**config.mk**
```make
export PLATFORM = sky130hd
export DESIGN_NAME = uart_cmd_ctrl_flat
export DESIGN_NICKNAME = d
export VERILOG_FILES = /design/src/rtl/uart_cmd_ctrl_if.sv /design/src/rtl/uart_cmd_ctrl.sv /design/src/flat_wrapper.sv
export SDC_FILE = /design/constraint.sdc
export NUM_CORES = 1
export LEC_CHECK = 0
export BUFFER_PORTS_ARGS = -buffer_cell sky130_fd_sc_hd__buf_2
export CAP_MARGIN = 0
export CORE_ASPECT_RATIO = 1.2
export CORE_UTILIZATION = 50
export DETAILED_ROUTE_END_ITERATION = 12
export PLACE_DENSITY = 0.69
export SLEW_MARGIN = 10
export SYNTH_ARGS = -nofsm -noshare
export SYNTH_HDL_FRONTEND = slang
export SYNTH_SLANG_ARGS = --single-unit
```
**constraint.sdc**
```tcl
create_clock -name i_clk -period 9.5 [get_ports i_clk]
set_clock_uncertainty 0.2 [all_clocks]
set_input_delay 0.95 -clock i_clk [delete_from_list [all_inputs] [get_ports i_clk]]
set_output_delay 0.95 -clock i_clk [all_outputs]
set_load 0.005 [all_outputs]
```
**src/rtl/uart_cmd_ctrl_if.sv**
```systemverilog
// UART byte handshake between the RX/TX front end and the command controller.
// The front end is the master (delivers bytes, reports TX busy); the controller is the slave.
interface uart_cmd_ctrl_if;
    logic [7:0] rx_data;
    logic       rx_valid;
    logic       tx_busy;
    logic [7:0] tx_data;
    logic       tx_start;

    modport master (
        output rx_data, rx_valid, tx_busy,
        input  tx_data, tx_start
    );

    modport slave (
        input  rx_data, rx_valid, tx_busy,
        output tx_data, tx_start
    );
endinterface

```
**src/rtl/uart_cmd_ctrl.sv**
```systemverilog
// ASCII command parser: 'A'/'B' select the generator mode, "F<digits>CR" sets the tuning word.
// Every accepted or rejected command is answered with a single 'K' or 'E' status byte.
module uart_cmd_ctrl #(
    parameter int unsigned   FW         = 24,
    parameter int unsigned   MAX_DIGITS = 8,
    parameter logic [FW-1:0] DEF_FW     = FW'(1000)
) (
    input  logic          i_clk,
    input  logic          i_rst,
    uart_cmd_ctrl_if.slave bus,
    output logic [2:0]    o_mode,
    output logic [FW-1:0] o_freq_word,
    output logic          o_cfg_update,
    output logic          o_err
);

    localparam int unsigned AW = FW + 4;
    localparam int unsigned CW = $clog2(MAX_DIGITS + 1);

    localparam logic [7:0] ChA  = 8'h41;
    localparam logic [7:0] ChB  = 8'h42;
    localparam logic [7:0] ChF  = 8'h46;
    localparam logic [7:0] ChCr = 8'h0D;
    localparam logic [7:0] ChLf = 8'h0A;
    localparam logic [7:0] ChK  = 8'h4B;
    localparam logic [7:0] ChE  = 8'h45;

    localparam logic [2:0] ModeA = 3'b001;
    localparam logic [2:0] ModeB = 3'b010;

    typedef enum logic [1:0] {StIdle, StDigits, StApply, StAckWait} state_e;

    state_e        r_state, w_state_nxt;
    logic [2:0]    r_mode, w_mode_nxt;
    logic [FW-1:0] r_freq_word, w_freq_word_nxt;
    logic [7:0]    r_tx_data, w_tx_data_nxt;
    logic          r_cfg_update, w_cfg_update_nxt;
    logic          r_err, w_err_nxt;
    logic [AW-1:0] r_acc, w_acc_nxt;
    logic [CW-1:0] r_cnt, w_cnt_nxt;
    logic          r_ovf, w_ovf_nxt;
    logic          w_tx_start;
    logic          w_is_digit;
    logic [AW+3:0] w_acc_calc;

    assign w_is_digit = (bus.rx_data >= 8'h30) && (bus.rx_data <= 8'h39);
    // Extra headroom so the overflow test sees the full product before truncation.
    assign w_acc_calc = (AW+4)'(r_acc) * (AW+4)'(10) + (AW+4)'(bus.rx_data[3:0]);

    always_ff @(posedge i_clk or posedge i_rst) begin
        if (i_rst) begin
            r_state      <= StIdle;
            r_mode       <= ModeA;
            r_freq_word  <= DEF_FW;
            r_tx_data    <= 8'h00;
            r_cfg_update <= 1'b0;
            r_err        <= 1'b0;
            r_acc        <= '0;
            r_cnt        <= '0;
            r_ovf        <= 1'b0;
        end else begin
            r_state      <= w_state_nxt;
            r_mode       <= w_mode_nxt;
            r_freq_word  <= w_freq_word_nxt;
            r_tx_data    <= w_tx_data_nxt;
            r_cfg_update <= w_cfg_update_nxt;
            r_err        <= w_err_nxt;
            r_acc        <= w_acc_nxt;
            r_cnt        <= w_cnt_nxt;
            r_ovf        <= w_ovf_nxt;
        end
    end

    always_comb begin
        w_state_nxt      = r_state;
        w_mode_nxt       = r_mode;
        w_freq_word_nxt  = r_freq_word;
        w_tx_data_nxt    = r_tx_data;
        w_cfg_update_nxt = 1'b0;
        w_err_nxt        = 1'b0;
        w_acc_nxt        = r_acc;
        w_cnt_nxt        = r_cnt;
        w_ovf_nxt        = r_ovf;
        w_tx_start       = 1'b0;

        unique case (r_state)
            StIdle: begin
                if (bus.rx_valid) begin
                    case (bus.rx_data)
                        ChA, ChB: begin
                            w_mode_nxt       = (bus.rx_data == ChA) ? ModeA : ModeB;
                            w_cfg_update_nxt = 1'b1;
                            w_tx_data_nxt    = ChK;
                            w_state_nxt      = StAckWait;
                        end
                        ChF: begin
                            w_acc_nxt   = '0;
                            w_cnt_nxt   = '0;
                            w_ovf_nxt   = 1'b0;
                            w_state_nxt = StDigits;
                        end
                        ChCr, ChLf: ;
                        default: begin
                            w_err_nxt     = 1'b1;
                            w_tx_data_nxt = ChE;
                            w_state_nxt   = StAckWait;
                        end
                    endcase
                end
            end
            StDigits: begin
                if (bus.rx_valid) begin
                    if (w_is_digit) begin
                        // Once overflowed, digits are swallowed until the terminator.
                        if (!r_ovf) begin
                            if ((r_cnt == CW'(MAX_DIGITS)) || (w_acc_calc[AW+3:FW] != '0)) begin
                                w_ovf_nxt = 1'b1;
                            end else begin
                                w_acc_nxt = w_acc_calc[AW-1:0];
                                w_cnt_nxt = r_cnt + CW'(1);
                            end
                        end
                    end else if ((bus.rx_data == ChCr) && (r_cnt != '0) && !r_ovf) begin
                        w_state_nxt = StApply;
                    end else begin
                        w_err_nxt     = 1'b1;
                        w_tx_data_nxt = ChE;
                        w_state_nxt   = StAckWait;
                    end
                end
            end
            StApply: begin
                w_freq_word_nxt  = r_acc[FW-1:0];
                w_cfg_update_nxt = 1'b1;
                w_tx_data_nxt    = ChK;
                w_state_nxt      = StAckWait;
            end
            StAckWait: begin
                if (!bus.tx_busy) begin
                    w_tx_start  = 1'b1;
                    w_state_nxt = StIdle;
                end
            end
            default: w_state_nxt = StIdle;
        endcase
    end

    assign bus.tx_data  = r_tx_data;
    assign bus.tx_start = w_tx_start;
    assign o_mode       = r_mode;
    assign o_freq_word  = r_freq_word;
    assign o_cfg_update = r_cfg_update;
    assign o_err        = r_err;

endmodule
```
**src/flat_wrapper.sv**
```systemverilog
// flat-port wrapper written by rule: the top's interface ports become plain ports
module uart_cmd_ctrl_flat 
#(
    parameter int unsigned   FW         = 24,
    parameter int unsigned   MAX_DIGITS = 8,
    parameter logic [FW-1:0] DEF_FW     = FW'(1000)
)
  (i_clk, i_rst, o_mode, o_freq_word, o_cfg_update, o_err, bus_rx_data, bus_rx_valid, bus_tx_busy, bus_tx_data, bus_tx_start);
  uart_cmd_ctrl_if bus_i ();
  input  logic i_clk;
  input  logic i_rst;
  output logic [2:0] o_mode;
  output logic [FW-1:0] o_freq_word;
  output logic o_cfg_update;
  output logic o_err;
  input wire logic [$bits(bus_i.rx_data)-1:0] bus_rx_data;
  input wire logic [$bits(bus_i.rx_valid)-1:0] bus_rx_valid;
  input wire logic [$bits(bus_i.tx_busy)-1:0] bus_tx_busy;
  output wire logic [$bits(bus_i.tx_data)-1:0] bus_tx_data;
  output wire logic [$bits(bus_i.tx_start)-1:0] bus_tx_start;
  assign bus_i.rx_data = bus_rx_data;
  assign bus_i.rx_valid = bus_rx_valid;
  assign bus_i.tx_busy = bus_tx_busy;
  assign bus_tx_data = bus_i.tx_data;
  assign bus_tx_start = bus_i.tx_start;
  uart_cmd_ctrl #(.FW(FW), .MAX_DIGITS(MAX_DIGITS), .DEF_FW(DEF_FW)) u_core (.i_clk(i_clk), .i_rst(i_rst), .bus(bus_i), .o_mode(o_mode), .o_freq_word(o_freq_word), .o_cfg_update(o_cfg_update), .o_err(o_err));
endmodule
```
==> results.md, run 1 <==
Global route:
- Entering global routing, the biggest net connects 67 pins.
- The global-route wire length before repair is 24,140 um.
- The via count of the first global-routing pass is 4,800.
- Global routing finished with a remaining overflow of 0.
- The initial antenna violation count is 0.
- In the global route stage, overall resource usage came out at 0.2584.

Die:
- After floorplanning, the core was divided into 42 placement rows.
- The effective utilization at floorplan is 0.5167.
- In this run the count of I/O pins placed on the die edge is 50.
- The horizontal extent of the die is about 100 um.
- The die covers 11,950 um^2.
- The placeable core region is 11,140 um^2.
- The overall die height is 119.5 um.

Cells and area:
- In the layout the commonest cells are ha_1 (62), nand2_1 (60), dfrtp_1 (59).
- The final cell count without fillers is 816.
- For this run, the post-layout net count is about 730.
- From synthesis to final layout, the design area changed by 10.69%.
- After filler insertion, the fill cell instance count of the layout stands at 1,028.
- Of the cells placed in the final design, the portion with a size suffix greater than 1 is 0.1843.
- 0 antenna diodes ended up in the layout.
- The library cell used most frequently in the layout, excluding fill and tap cells, is ha_1.

Logic synthesis:
- During synthesis, Yosys emitted a total of 0 warnings.
- Of the total synthesized cell area, the portion taken by XOR and XNOR cells is 0.06216.
- The compound-gate portion of the synthesized area was 0.1921.
- After synthesis, the largest family of logic cells by area is simple AND/OR/NAND/NOR gates.
- The number of cells produced by synthesis is 625.
- Of the total synthesized cell area, the portion taken by AND, OR, NAND and NOR gates is 0.2047.
- The share of synthesized cell area in full adder, half adder and majority cells is 0.1417.
- The mean instance size in the synthesized netlist is roughly 9.2 um^2.
- The post-synthesis mux area share is 0.07064.
- The synthesized design contains 0 enable-type register cells.
- The post-synthesis cell area is 5757 um^2.
- After synthesis the netlist holds a flip-flop and latch count of 66.
- The unique cell type count in the Yosys netlist is between 70 and 80.
- The share of async-settable or async-resettable flops after synthesis is 1.000.
- The most used flip-flop cell after synthesis is dfrtp_1.
- Of the synthesized area, sequential elements account for 0.2884.

Power and ir drop:
- The switching power of the nets is 373.3 uW.
- The sequential group share of total power is 0.332.
- The total power is 1083 uW.
- The share of total power dissipated in combinational logic is 0.334.
- The maximum resistive drop on vdd is 0.0001259 V.
- The internal power contribution is just over 700 uW.
- In this run the power density over the cells is 170.0 nW/um^2.
- The leakage power summed over all cells is between 0.003 and 0.004 uW.
- Of the total power, the share spent switching nets is 0.3446.
- The clock network fraction of total power is 0.335.

Clock network:
- Clock-pin slew was measured on the worst setup and hold paths at roughly 60 ps.
- The number of gates resized after CTS was 0.
- The total clock sinks is 66.
- The number of buffers on the longest clock path is 2.
- The total setup buffers inserted after CTS is 0.
- Buffers inserted during clock tree synthesis total 9.
- For this design, the CTS-stage hold fixing added 0 buffers.
- The H-tree generated during clock tree synthesis spans 3 levels.
- CTS placed an instance of clkbuf_16 at the clock tree root.
- The CTS tree is built.
- The latest clock arrival within the worst-skew pair is 330 ps.

Timing:
- For the finished layout, the period the worst path requires is roughly 6000 ps.
- Setup total negative slack on the finished layout was measured at 0 ps.
- In the finished design, the share of the clock period the worst path needs comes to 0.6325.
- The number of max-slew violations in the final report came to 0.
- Setup violations remaining at the end of the flow were counted as 0.
- The worst path meets setup with 3492 ps of slack.
- The max-slew headroom at the worst pin is 0.1791.
- Setup repair after global routing left no endpoint under its margin.
- The highest clock rate is approximately 170 MHz.
- The number of endpoints with negative hold slack in the final report is 0.
- The measured slew at the worst slew-check pin is 1231 ps.

Run:
- The reported max-cap violation count is 0.

Place:
- The placed wire-length estimate after detailed placement is approximately 12,000 um.
- After detailed placement, the design holds a cell count of 800.
- The post-placement setup slack is 3606 ps.
- The number of buffers added on ports is 45.
- At the end of routability-driven placement, the weighted congestion stood at approximately 0.87.

Setup path:
- The type of the worst setup path is reg2reg.
- The depth of the worst register-to-register path is 14.
- The register-to-register path setup slack is 3490 ps.
- The worst register-to-register path begins at u_core.r_acc[1].
- STA puts the critical path data required time at ~9500 ps.
- The endpoint type of the worst setup path is a flip-flop.
- Data on the critical path arrives at its endpoint at 6040 ps.
- The beginning of the critical path is u_core.r_acc[1].
- The category of the worst setup path launch point is a flip-flop.
- Along the worst path, the maximum fanout reaches 16.
- The endpoint identified for the worst register-to-register timing path is u_core.r_acc[5].

Drt:
- The mean routed wirelength per cell is about 18 um.
- For this block, the initial DRC count from the detailed router was 260.
- The number of nets with antenna violations after detailed routing is 0.
- The total vias in the final route is 4,935.
- The via count normalized by instance count is 6.048.
- The final routed wirelength across all metal layers is 14,940 um.
- The remaining routing DRC violations is 0.
- The first detailed-routing pass ran for 5 iterations.

Run status:
- The flow ran to the end, and the final reports show no timing, DRC or antenna violations.

Hold path:
- The path with the worst hold slack has its endpoint at u_core.o_freq_word[0].
- The min-delay analysis places its worst path in the category reg2reg.
- In this run the most critical hold path is launched from u_core.o_freq_word[0].
- The worst hold path stage count is 1.
## cell type report
cell class,count,area [um^2],area share
clock buffers,9,225.2,0.03534
clock inverters,7,98.84,0.01551
inverters,20,75.07,0.01178
multi-input cells,513,3880,0.6089
flip-flops and latches,66,1660,0.2606
well taps,154,192.7,0.03024
repair buffers,47,240.2,0.03770
## per-stage QoR
step,area (um^2),util,hold slack [ps]
2_1_floorplan,5768,-,282.4
3_3_place_gp,6048,0.5429,281.1
3_5_place_dp,6048,0.5429,291.4
4_1_cts,6372,0.5720,305.2
5_1_grt,6372,0.5720,314.2
6_report,6372,0.5720,304.3
## flip-flops by register name (all words and copies together) (netlist names)
signal	cells
u_core.o_cfg_update	1
u_core.r_cnt	4
u_core.r_ovf	1
u_core.o_mode	2
u_core.bus.tx_data	3
u_core.r_state	2
u_core.o_err	1
u_core.r_acc	28
u_core.o_freq_word	24
## worst max-delay path by stage
stage,cells past startpoint,end
final,14,u_core.r_acc[5]
after floorplan,15,u_core.r_acc[9]
after global routing,14,u_core.r_acc[0]
after CTS,14,u_core.r_acc[5]
after detailed placement,14,u_core.r_acc[2]
after global placement,14,u_core.r_acc[0]
## critical path: stages (launching register included)
cell and delay (ps):
dfrtp_1 440, ha_1 330, ha_1 230, fa_1 420
a21o_1 240, a221oi_4 350, o21ai_1 160, xor2_1 220
nor3b_1 550, nand4_1 320, or4b_1 630, a2111o_1 460
nand2_1 430, nand3_1 590, o2bb2ai_1 340
## kinds of logic (layout without fill, tap and decap cells)
family | after synthesis | after routing
and+or+nand+nor | 212 | 212
AOI/OAI and AO/OA | 156 | 156
DFF | 66 | 66
adders and majority gates | 64 | 64
buffers and inverters | 49 | 83
xor gates and xnor gates | 40 | 40
muxes | 37 | 37
other | 1 | 4
## metal layers
layer  share of wire  wire length [um]  track usage
met3           0.036               541      0.03378
met1            0.43              6414       0.3166
met2            0.50              7414       0.4517
met5               0                 0            0
met4           0.038               569       0.1103
## cell usage after synthesis, types with 17 or more instances
| library cell | n | share of area |
|---|---|---|
| ha_1 | 62 | 0.13 |
| o21ai_0 | 26 | 0.023 |
| nand4_1 | 24 | 0.026 |
| mux2_2 | 29 | 0.057 |
| nand3_1 | 20 | 0.017 |
| dfrtp_1 | 59 | 0.26 |
| inv_1 | 20 | 0.013 |
| a21oi_1 | 37 | 0.032 |
| nor2_1 | 28 | 0.018 |
| nand2_1 | 60 | 0.039 |
| xnor2_1 | 22 | 0.033 |
| xor2_1 | 17 | 0.026 |
## power groups by stage
| stage | sequential [uW] | clock, uW | combinational, uW |
|---|---|---|---|
| final | 359 | 363 | 361 |
| after floorplan | 356 | 0 | 276 |
| after CTS | 359 | 366 | 363 |
| after global placement | 361 | 0 | 348 |
| after detailed placement | 364 | 0 | 357 |
| after global routing | 365 | 380 | 401 |
(Power assumes the default switching activity.)
==> run 2: changes to the inputs <==
Settings changed: PLACE_DENSITY 0.69 to 0.71.
Clock period 9.5 ns to 4.9 ns, I/O delays scaled along.
==> run 2 against run 1 <==
Against the previous run:
- largest cell class unchanged
- clock-buffer cell count increased by 1
- sequential cell count unchanged
- via count increased by 5.0%
- fmax increased by 25%
- combinational power increased by 120%
- die area unchanged
- final area increased by 9.1%
- critical path depth increased by 2
- setup slack got worse by 3400 ps
==> results.md, run 2 (synthesis results as in run 1) <==
Global route:
- The global-route wire length before repair came to 25,150 um (+4.2%).
- The total global routing overflow is 0 (unchanged).
- The pin count of the biggest net entering global routing came to 67 (unchanged).
- The initial antenna violation count is 0 (unchanged).
- The via count of the first global-routing pass was 5,073 (+5.7%).
- The overall global routing resource usage is 0.2689 (+0.01046).

Setup path:
- The largest stage delay on the critical path is 630 ps (about the same).
- The worst setup path is launched from a flip-flop.
- The data required time of the critical path was 4920 ps (-4610 ps).
- The highest-delay cell along the critical path is or4b_4.
- The type of the worst setup path is reg2reg.
- The largest driver fanout on the critical path is 8 (-8).
- The arrival time reported for the critical path endpoint is 4820 ps (-1220 ps).
- The signal on the critical path passes through ha_1, ha_2, fa_2, a21o_1, a221oi_4, o221a_4, xnor2_2, nor3b_4, and4_4, nand4b_1, or4b_4, a2111oi_4, buf_4, a21oi_2, buf_4, and2_1.
- By instance count, the cell type seen most on the critical path is buf_4.
- The register-to-register path setup slack is 90 ps (-3400 ps).
- The worst setup path is captured at a flip-flop.

Clock network:
- The number of buffers on the longest clock path is 2 (unchanged).
- The number of CTS-inserted buffers is 9 (unchanged).
- The cell sitting at the root of the clock tree is a clkbuf_16.
- The clock-pin slew of the registers on the worst-case setup and hold paths is 60 ps (about the same).
- The number of H-tree levels came to 3 (unchanged).
- TritonCTS built the clock tree.
- The count of hold-fix buffers inserted at cts is 0 (unchanged).
- The total clock sinks is 66 (unchanged).
- The latest clock arrival within the worst-skew pair is 330 ps (about the same).

Die:
- The effective utilization at floorplan is 0.5167 (unchanged).
- The I/O pin count is 50 (unchanged).
- The full die area was 11,950 um^2 (unchanged).
- The horizontal extent of the die came to 99.95 um (unchanged).
- The placeable core region was 11,140 um^2 (unchanged).
- The floorplan row count was 42 (unchanged).
- The overall die height is 119.5 um (unchanged).

Power and ir drop:
- The total power is 2238 uW (+110%).
- The clock network fraction of total power was 0.338 (+0.003).
- The maximum resistive drop on vdd came to 0.0003038 V (+140%).
- The internal power contribution came to 1487 uW (+110%).
- The sequential group share of total power is 0.310 (-0.022).
- The switching power of the nets is 751.6 uW (+100%).
- The leakage power summed over all cells is 0.003431 uW (+10%).
- The combinational share of power is 0.352 (+0.018).
- The total power divided by cell area is 322.0 nW/um^2 (+89%).
- The switching fraction of total power is 0.3358 (-0.008799).

Timing:
- The share of the cycle needed by the critical path after routing is 0.9806 (+0.3482).
- The number of max-slew violations in the final report is 0 (unchanged).
- The max-slew headroom at the worst pin is 0.1769 (-0.002133).
- The worst hold slack across all endpoints is 188.7 ps (-115.5 ps).
- The measured slew at the worst slew-check pin is 1235 ps (+3.200 ps).
- The number of endpoints with negative hold slack in the final report is 0 (unchanged).
- The worst setup slack after layout came to 94.94 ps (-3397 ps).
- The final-report setup violation count is 0 (unchanged).
- The final critical path time including I/O delays and setup came to 4805 ps (-1203 ps).
- The highest clock rate was 208.1 MHz (+25%).
- The final-layout setup total negative slack is 0 ps (unchanged).

Cells and area:
- The top register by number of flip-flops is u_core.r_acc.
- In the layout the commonest cells are nand2_1 (59), ha_1 (59), dfrtp_1 (57).
- The number of antenna cells inserted is 0 (unchanged).
- The net count reported at finish came to 786 (+7.2%).
- The final cell count without fillers is 869 (+6.5%).
- From synthesis to final layout, the design area changed by 20.73%.
- The layout cell share with drive strength beyond 1 was 0.2797 (+0.09543).
- The number of flip-flops under the largest register name is 28 (unchanged).

Drt:
- The via count normalized by instance count is 5.964 (-1.4%).
- The final routed wirelength across all metal layers is 15,850 um (+6.1%).
- The number of optimization iterations in the first detailed-route pass is 5 (unchanged).
- The mean routed wirelength per cell is 18.24 um (-0.39%).
- The total vias in the final route is 5,183 (+5.0%).
- The remaining routing DRC violations is 0 (unchanged).
- The initial detailed-routing violation count was 343 (+32%).
- The number of nets with antenna violations after detailed routing was 0 (unchanged).

Run status:
- The run finished with clean final reports.

Place:
- The number of buffers added on ports is 45 (unchanged).
- The placed instance count is 838 (+4.8%).
- The placed wire-length estimate after detailed placement is 11,950 um (+3.8%).
- The post-placement setup slack came to -78.65 ps (-3685 ps).
- The final weighted congestion in routability-driven placement is 0.8834 (+1.5%).

Run:
- The reported max-cap violation count is 0 (unchanged).

Hold path:
- The worst hold path class is in2async.
## run 2: layout make-up
type	count	area, um^2
Fill cell	977	4190
Multi-Input combinational cell	513	4018
Sequential cell	66	1663
Timing Repair Buffer	100	649.4
Clock buffer	10	239.0
Tap cell	154	192.7
Clock inverter	6	113.9
Inverter	20	75.07
## run 2: power by group through the flow
stage / combinational, uW / sequential [uW] / clock, uW
2_1_floorplan: 534 / 690 / 0
3_3_place_gp: 706 / 695 / 0
3_5_place_dp: 733 / 700 / 0
4_1_cts: 744 / 692 / 763
5_1_grt: 868 / 702 / 786
6_report: 788 / 695 / 756
## run 2: per-layer routing
metal  vias to the layer above  GRT usage  part of all wire
met3                        45    0.03844             0.032
met1                      2513     0.3266              0.42
li1                       2493          -                 -
met5                         -          0                 0
met4                         0     0.1259             0.047
met2                       132     0.4651              0.50
## run 2: path summary, 6_finish.rpt
kind	startpoint	end	cells past startpoint
max in group asynchronous	i_rst	u_core.r_acc[13]	3
min	i_rst	u_core.o_mode[1]	3
min reg2reg	u_core.bus.tx_data[0]	u_core.bus.tx_data[0]	1
max reg2reg	u_core.r_acc[3]	u_core.r_acc[24]	16
max	u_core.r_acc[3]	u_core.r_acc[24]	16
min in group i_clk	bus_rx_data[0]	u_core.o_mode[1]	2
## run 2: worst max-delay path: cells and delay by family (launching register included)
family	cells	cell delay [ps]
adder cells (fa/ha/maj)	3	880
XOR/XNOR	1	130
AO/OA/AOI/OAI	5	1270
buffers and inverters	2	370
flip-flops	1	390
AND/OR/NAND/NOR	5	1450
## run 2: through the flow
step                  util  cell area (um^2)
floorplan                -              5768
global placement    0.5685              6334
detailed placement  0.5685              6334
CTS                 0.6019              6705
global route        0.6239              6950
finish              0.6239              6950
## run 2: repair_timing
action	in CTS	in global routing
gates resized for setup	3	34
gates cloned	0	1
setup endpoints to repair	25	33
pin swaps	2	17
buffers inserted	1	14
